<file path="src/rtl/mem_port_arbiter.sv">
// Round-robin arbiter sharing one memory port between instruction fetch (A)
// and the load/store unit (B), with registered request and per-requester responses.
module mem_port_arbiter #(
    parameter int ADDR_WIDTH    = 32,
    parameter int DATA_WIDTH    = 32,
    parameter int TIMEOUT_WIDTH = 8,
    parameter int TIMEOUT       = 255
) (
    input  logic                  clk_in,
    input  logic                  rst_in,
    input  logic                  a_req_in,
    input  logic [ADDR_WIDTH-1:0] a_addr_in,
    output logic                  a_gnt_out,
    output logic                  a_done_out,
    output logic                  a_err_out,
    output logic [DATA_WIDTH-1:0] a_rdata_out,
    input  logic                  b_req_in,
    input  logic                  b_we_in,
    input  logic [ADDR_WIDTH-1:0] b_addr_in,
    input  logic [DATA_WIDTH-1:0] b_wdata_in,
    output logic                  b_gnt_out,
    output logic                  b_done_out,
    output logic                  b_err_out,
    output logic [DATA_WIDTH-1:0] b_rdata_out,
    output logic                  mem_sel_out,
    output logic                  mem_req_out,
    output logic                  mem_we_out,
    output logic [ADDR_WIDTH-1:0] mem_addr_out,
    output logic [DATA_WIDTH-1:0] mem_wdata_out,
    input  logic [DATA_WIDTH-1:0] mem_rdata_in,
    input  logic                  mem_ack_in
);
    typedef enum logic [1:0] {IDLE = 2'd0, BUSY_A = 2'd1, BUSY_B = 2'd2} state_t;

    localparam logic [TIMEOUT_WIDTH-1:0] CNT_LAST = TIMEOUT_WIDTH'(TIMEOUT - 1);

    state_t                  state_q;
    logic                    last_b_q;
    logic [TIMEOUT_WIDTH-1:0] cnt_q;
    logic                    a_gnt_q, a_done_q, a_err_q;
    logic                    b_gnt_q, b_done_q, b_err_q;
    logic [DATA_WIDTH-1:0]   a_rdata_q, b_rdata_q;
    logic                    sel_q, we_q;
    logic [ADDR_WIDTH-1:0]   addr_q;
    logic [DATA_WIDTH-1:0]   wdata_q;
    logic                    grant_a_d, grant_b_d, timeout_d;

    // On contention the requester that did not win last time goes first.
    always_comb begin
        grant_a_d = a_req_in && (!b_req_in || last_b_q);
        grant_b_d = b_req_in && (!a_req_in || !last_b_q);
        timeout_d = (cnt_q == CNT_LAST);
    end

    always_ff @(posedge clk_in or posedge rst_in) begin
        if (rst_in) begin
            state_q   <= IDLE;
            last_b_q  <= 1'b1;
            cnt_q     <= '0;
            a_gnt_q   <= 1'b0;
            a_done_q  <= 1'b0;
            a_err_q   <= 1'b0;
            b_gnt_q   <= 1'b0;
            b_done_q  <= 1'b0;
            b_err_q   <= 1'b0;
            a_rdata_q <= '0;
            b_rdata_q <= '0;
            sel_q     <= 1'b0;
            we_q      <= 1'b0;
            addr_q    <= '0;
            wdata_q   <= '0;
        end else begin
            a_gnt_q  <= 1'b0;
            a_done_q <= 1'b0;
            a_err_q  <= 1'b0;
            b_gnt_q  <= 1'b0;
            b_done_q <= 1'b0;
            b_err_q  <= 1'b0;
            case (state_q)
                IDLE: begin
                    if (grant_a_d) begin
                        state_q  <= BUSY_A;
                        a_gnt_q  <= 1'b1;
                        sel_q    <= 1'b0;
                        last_b_q <= 1'b0;
                        addr_q   <= a_addr_in;
                        we_q     <= 1'b0;
                        wdata_q  <= '0;
                        cnt_q    <= '0;
                    end else if (grant_b_d) begin
                        state_q  <= BUSY_B;
                        b_gnt_q  <= 1'b1;
                        sel_q    <= 1'b1;
                        last_b_q <= 1'b1;
                        addr_q   <= b_addr_in;
                        we_q     <= b_we_in;
                        wdata_q  <= b_wdata_in;
                        cnt_q    <= '0;
                    end
                end
                BUSY_A, BUSY_B: begin
                    // An ack in the final wait cycle still completes normally.
                    if (mem_ack_in) begin
                        state_q <= IDLE;
                        if (state_q == BUSY_A) begin
                            a_rdata_q <= mem_rdata_in;
                            a_done_q  <= 1'b1;
                        end else begin
                            b_rdata_q <= mem_rdata_in;
                            b_done_q  <= 1'b1;
                        end
                    end else if (timeout_d) begin
                        state_q <= IDLE;
                        if (state_q == BUSY_A) begin
                            a_rdata_q <= '0;
                            a_done_q  <= 1'b1;
                            a_err_q   <= 1'b1;
                        end else begin
                            b_rdata_q <= '0;
                            b_done_q  <= 1'b1;
                            b_err_q   <= 1'b1;
                        end
                    end else begin
                        cnt_q <= cnt_q + 1'b1;
                    end
                end
                default: state_q <= IDLE;
            endcase
        end
    end

    assign a_gnt_out     = a_gnt_q;
    assign a_done_out    = a_done_q;
    assign a_err_out     = a_err_q;
    assign a_rdata_out   = a_rdata_q;
    assign b_gnt_out     = b_gnt_q;
    assign b_done_out    = b_done_q;
    assign b_err_out     = b_err_q;
    assign b_rdata_out   = b_rdata_q;
    assign mem_sel_out   = sel_q;
    assign mem_req_out   = (state_q != IDLE);
    assign mem_we_out    = we_q;
    assign mem_addr_out  = addr_q;
    assign mem_wdata_out = wdata_q;
endmodule

</file>
<file path="config.mk">
export PLATFORM = sky130hd
export DESIGN_NAME = mem_port_arbiter
export DESIGN_NICKNAME = d
export VERILOG_FILES = /design/src/rtl/mem_port_arbiter.sv
export SDC_FILE = /design/constraint.sdc
export NUM_CORES = 1
export LEC_CHECK = 0
export BUFFER_PORTS_ARGS = -buffer_cell sky130_fd_sc_hd__buf_2
export CAP_MARGIN = 20
export CORE_UTILIZATION = 30
export DETAILED_ROUTE_END_ITERATION = 7
export SETUP_SLACK_MARGIN = 0.2
export SLEW_MARGIN = 20
export SYNTH_ARGS = -nofsm -noshare
export SYNTH_HDL_FRONTEND = slang
export SYNTH_SLANG_ARGS = --single-unit
</file>
<file path="constraint.sdc">
create_clock -name clk_in -period 10.5 [get_ports clk_in]
set_input_delay 1.05 -clock clk_in [delete_from_list [all_inputs] [get_ports clk_in]]
set_output_delay 1.05 -clock clk_in [all_outputs]
set_load 0.01 [all_outputs]
</file>
Word level (Yosys, flattened, before mapping)
Cells that the tools add are included.

Memory bits (writable): 0. Memories: 0. Bits in read-only memories: 0. Input bits: 134. Bits in latches: 0. Logic and storage cells: 85. Register bits after elaboration: 147. Output and inout port bits: 137.

Multiply operators: 0. $add $sub $neg: 1. Shifts and indexed selects: 0. Equality and inequality tests: 7. Div/mod/pow operators: 0. Multiplexer cells: 43. Bitwise gates (word level): 1. Order comparisons: 0. Reduce and logical (&&, ||, !) cells: 18.

Operators with widths (count): two-way mux 32 bit (12); two-way mux 8 bit (4); two-way mux 1 bit (21); one-hot mux 8 bit (2 select lines) (1); adder 8 x 1 -> 8 bit (second input constant) (1); equality test 8 bit (second input constant) (1); two-way mux 2 bit (4); nonzero test 2 bit (4); inequality test 3 bit (second input constant) (2); AND reduction 3 bit (2); inequality test 2 bit (second input constant) (2); one-hot mux 2 bit (2 select lines) (1); AND reduction 2 bit (2); AND reduction 4 bit (1); logical NOT 1 bit (3); equality test 2 x 1 -> 1 bit (second input constant) (1); equality test 2 bit (second input constant) (1); logical AND 1 bit (2); logical NOT 2 bit (1); logical OR 1 bit (2); OR reduction 2 bit (1); NOT 1 bit (1).

Depth between registers and ports, before layout
Depth in word-level cells: 6. Depth in mapped cells: 9. Mapped depth without buffers: 6.

Least setup slack after synthesis
No wires, ideal clock.

Kind: input to register. Start: input port mem_ack_in. End: register b_rdata_q[10], in the netlist b_rdata_out[10]. Arrival time: 2.164 ns. Library setup time: 0.125 ns. Required time: 10.375 ns. Stages: 7. Setup slack: 8.211 ns. Path buffers: 3. Path through: clkbuf_1 nand2_1 o21ai_2 and2_4 buf_12 buf_12 mux2_4.

Word-level cells in the longest chain between the ends: 2. Elaborated cells on any way between the ends: 3. Those cells by class: mux: 1; reduce/logical: 2.

Ends and longest elaborated chain: start, declared (RTL line 31) `input logic mem_ack_in`; nonzero test 2 bit (no line); AND reduction 3 bit (no line); end signal, assigned (RTL line 109) `b_rdata_q <= mem_rdata_in;`; end, declared (RTL line 42) `logic [DATA_WIDTH-1:0] a_rdata_q, b_rdata_q;`.

Several ways; a longest one is shown, not always the timed one. A chain may end at the register's enable or synchronous reset.

Worst setup path in the final report
Start: register state_q[0]. End: output port mem_req_out.

Word-level cells in the longest chain between the ends: 1.

Ends and longest elaborated chain: start, declared (RTL line 37) `state_t state_q;`; start signal, assigned (RTL line 57) `state_q <= IDLE;`; start signal, assigned (RTL line 82) `state_q <= BUSY_A;`; start signal, assigned (RTL line 91) `state_q <= BUSY_B;`; nonzero test 2 bit (RTL line 141) `assign mem_req_out = (state_q != IDLE);`; end, declared (RTL line 26) `output logic mem_req_out,`.

No other way between the ends.

==> results.py <==
metrics = {
    "outcome": {
        "status": "finished clean",
    },
    "synth": {
        "netlist_instances": 475,
        "syn_nets": 613,
        "yosys_warnings": 0,
        "synth_top_flop_cell": "dfrtp_1",
        "ys_ff_latch": 147,
        "ys_async_sr_fraction_pct": 100,
        "syn_area_um2": 6280,
        "synth_edf_count": 0,
        "synth.distinct_cells": 43,
        "syn_avg_cell_area_um2": 13.2,
        "ys_seq_area_share_pct": 58.6,
    },
    "global_route": {
        "grt_max_degree": 98,
        "grt.total_usage_pct": 14.4,
        "top_usage_layer": "met2",
        "grt_pass1_wl_um": 24100,
        "grtUsageMet2_pct": 22.5,
        "grt_pass1_vias": 4550,
        "antenna_found_initial": 0,
        "grt-ovfl-total": 0,
        "gr-usage-met1_pct": 18.9,
        "gr-usage-met3_pct": 4.56,
    },
    "floorplanning": {
        "die_x_um": 147,
        "dieArea_um2": 21500,
        "ios": 271,
        "die_y_um": 147,
        "rows": 52,
        "core_um2": 20400,
        "start_util_pct": 30.8,
    },
    "route": {
        "vias_per_cell": 4.44,
        "drc": 0,
        "via_count": 4532,
        "first_pass_iters": 6,
        "drtIter0Drc": 158,
        "wire_per_inst_um": 14.5,
        "drt_wl_total_um": 14800,
        "drtAntennaViolNets": 0,
    },
    "flow_run": {
        "drv_cap": 0,
    },
    "timing": {
        "fin_skew_ns": 0.0133,
        "rsz0062_at_grt": "no",
        "relSlewSlack_pct": 33.6,
        "max_freq_ghz": 0.399,
        "period_needed_ns": 2.50,
        "slew_viol_final": 0,
        "final.setup.tns_ns": 0,
        "tightest_slew_ns": 0.996,
        "setup_viol": 0,
        "finalHoldViolations": 0,
        "whs_ns": 0.471,
        "post-route-period-util_pct": 23.8,
    },
    "worst_setup_path": {
        "cp_common_cell": "inv_1",
        "cp.arrival_ns": 1.45,
        "cp_max_fo": 5,
        "slowest_stage": "dfrtp_1",
        "crit_path_max_incr_delay_ns": 0.41,
        "critical_path_required_ns": 9.45,
        "path_cells": "inv_1 -> ha_1 -> inv_1 -> buf_2",
        "worst_setup_path_start_kind": "register",
        "crit_type": "register to primary output",
        "cp-end-kind": "primary output",
    },
    "pwr": {
        "p_total_mw": 2.34,
        "leakagePower_nw": 4.45,
        "max-vdd-ir-drop_mv": 0.0920,
        "power_density_nw_per_um2": 279,
    },
    "cts": {
        "cts.sinks": 147,
        "post-cts-setup-buffer-count": 0,
        "cts_resized": 0,
        "root_buffer": "clkbuf_16",
        "numCtsBuffers": 17,
        "postCtsHoldBufs": 0,
        "clock_latency_ns": 0.42,
        "h-tree-depth": 4,
        "path_clk_slew_ns": 0.06,
        "clock_path_buffers": 2,
        "cts_tree": "done",
    },
    "cells_and_area": {
        "areaGrowthSynthToFinish_pct": 33.5,
        "layout-drive-gt1-share_pct": 50.7,
        "final_common_cell": "buf_2",
        "final_cell_mix": "buf_2 (270), dfrtp_1 (146), nand2_1 (40)",
        "diodes": 0,
        "finalNetCount": 875,
    },
    "placement": {
        "place.gp.congestion": 0.771,
        "dpl.hpwl_um": 10200,
        "io_buffers": 270,
    },
    "hold_path": {
        "hold_class": "register to register",
    },
}
## Yosys cell counts, types with 2 or more instances
cell type  count  area (um2)
mux2_4        29         435
mux2i_1       32         320
inv_1         11        41.3
a21o_1         2        15.0
nor2_1         2        7.51
and2_1        32         200
nand2b_1       3        18.8
a31oi_1        3        18.8
ha_1           4        50.1
buf_2          9        45.0
clkbuf_1      12        45.0
dfrtp_1      146        3650
a22o_1        35         307
nor4_1         2        12.5
nor2b_1        2        12.5
buf_6          3        33.8
a21oi_1        5        25.0
o21ai_0       38         190
nand2_1       40         150
mux2_2        35         394
buf_12         4        80.1
nand3_1        4        20.0
buf_1          2        7.51
## power by group
part / leakage (nW) / internal, mW / switching (mW) / total, mW
registers: 1.89 / 0.786 / 0.121 / 0.907
clock network: 0.284 / 0.322 / 0.270 / 0.592
logic: 2.27 / 0.404 / 0.438 / 0.842
total: 4.45 / 1.51 / 0.829 / 2.34
## logic make-up (layout without fill, tap and decap cells)
family,Yosys count,count (layout),share of synthesized area [%]
compound gates,94,94,10.3
fa+ha+maj,4,4,0.797
buf+inv,41,316,4.03
flops,147,147,58.6
mux,96,96,18.3
simple gates,93,93,7.91
## flip-flops by register name, summed over array words and instances (netlist names), 2 cells and up
register / cells
a_rdata_out: 32
b_rdata_out: 32
mem_addr_out: 32
mem_wdata_out: 32
cnt_q: 8
state_q: 2
## layer usage
metal  wire length (um)  share of wire (%)
met1               6790                 46
met2               6740                 46
met3               1120                7.6
met4                162                1.1
met5                  0                  0
## layout make-up
cell class	instances	area (um2)
fillers	1930	12000
well taps	270	338
repair buffers	273	1370
clock inverters	14	138
inverters	11	46.3
multi-input cells	287	2370
flip-flops and latches	147	3680
clock buffers	18	439
## stage by stage
stage	area (um2)	utilization, %	cells	worst slack, ns
final	8380	41.2	1020	8.00
after global routing	8380	41.2	1020	7.79
after CTS	8380	41.2	1020	7.96
after detailed placement	7800	38.3	988	7.54
after global placement	7800	38.3	988	7.55
after floorplan	6280	-	475	5.50
## worst max-delay path, delay by kind of cell (launching register included)
kind       cells  cell delay (ns)
flops          1             0.41
fa+ha+maj      1             0.26
buf+inv        3             0.38
## worst paths after layout
check / startpoint / endpoint / depth (start not counted) / slack (ns)
max in group asynchronous: rst_in / mem_wdata_out[22] / 3 / 8.45
min in group asynchronous: rst_in / mem_wdata_out[20] / 2 / 0.77
worst max register to register: state_q[0] / a_rdata_out[25] / 6 / 8.08
worst max-delay path: state_q[0] / mem_req_out / 4 / 8.00
worst min register to register: mem_sel_out / mem_sel_out / 1 / 0.47
worst min-delay path: mem_sel_out / mem_sel_out / 1 / 0.47
No activity file was read; power rests on OpenSTA's default activity.
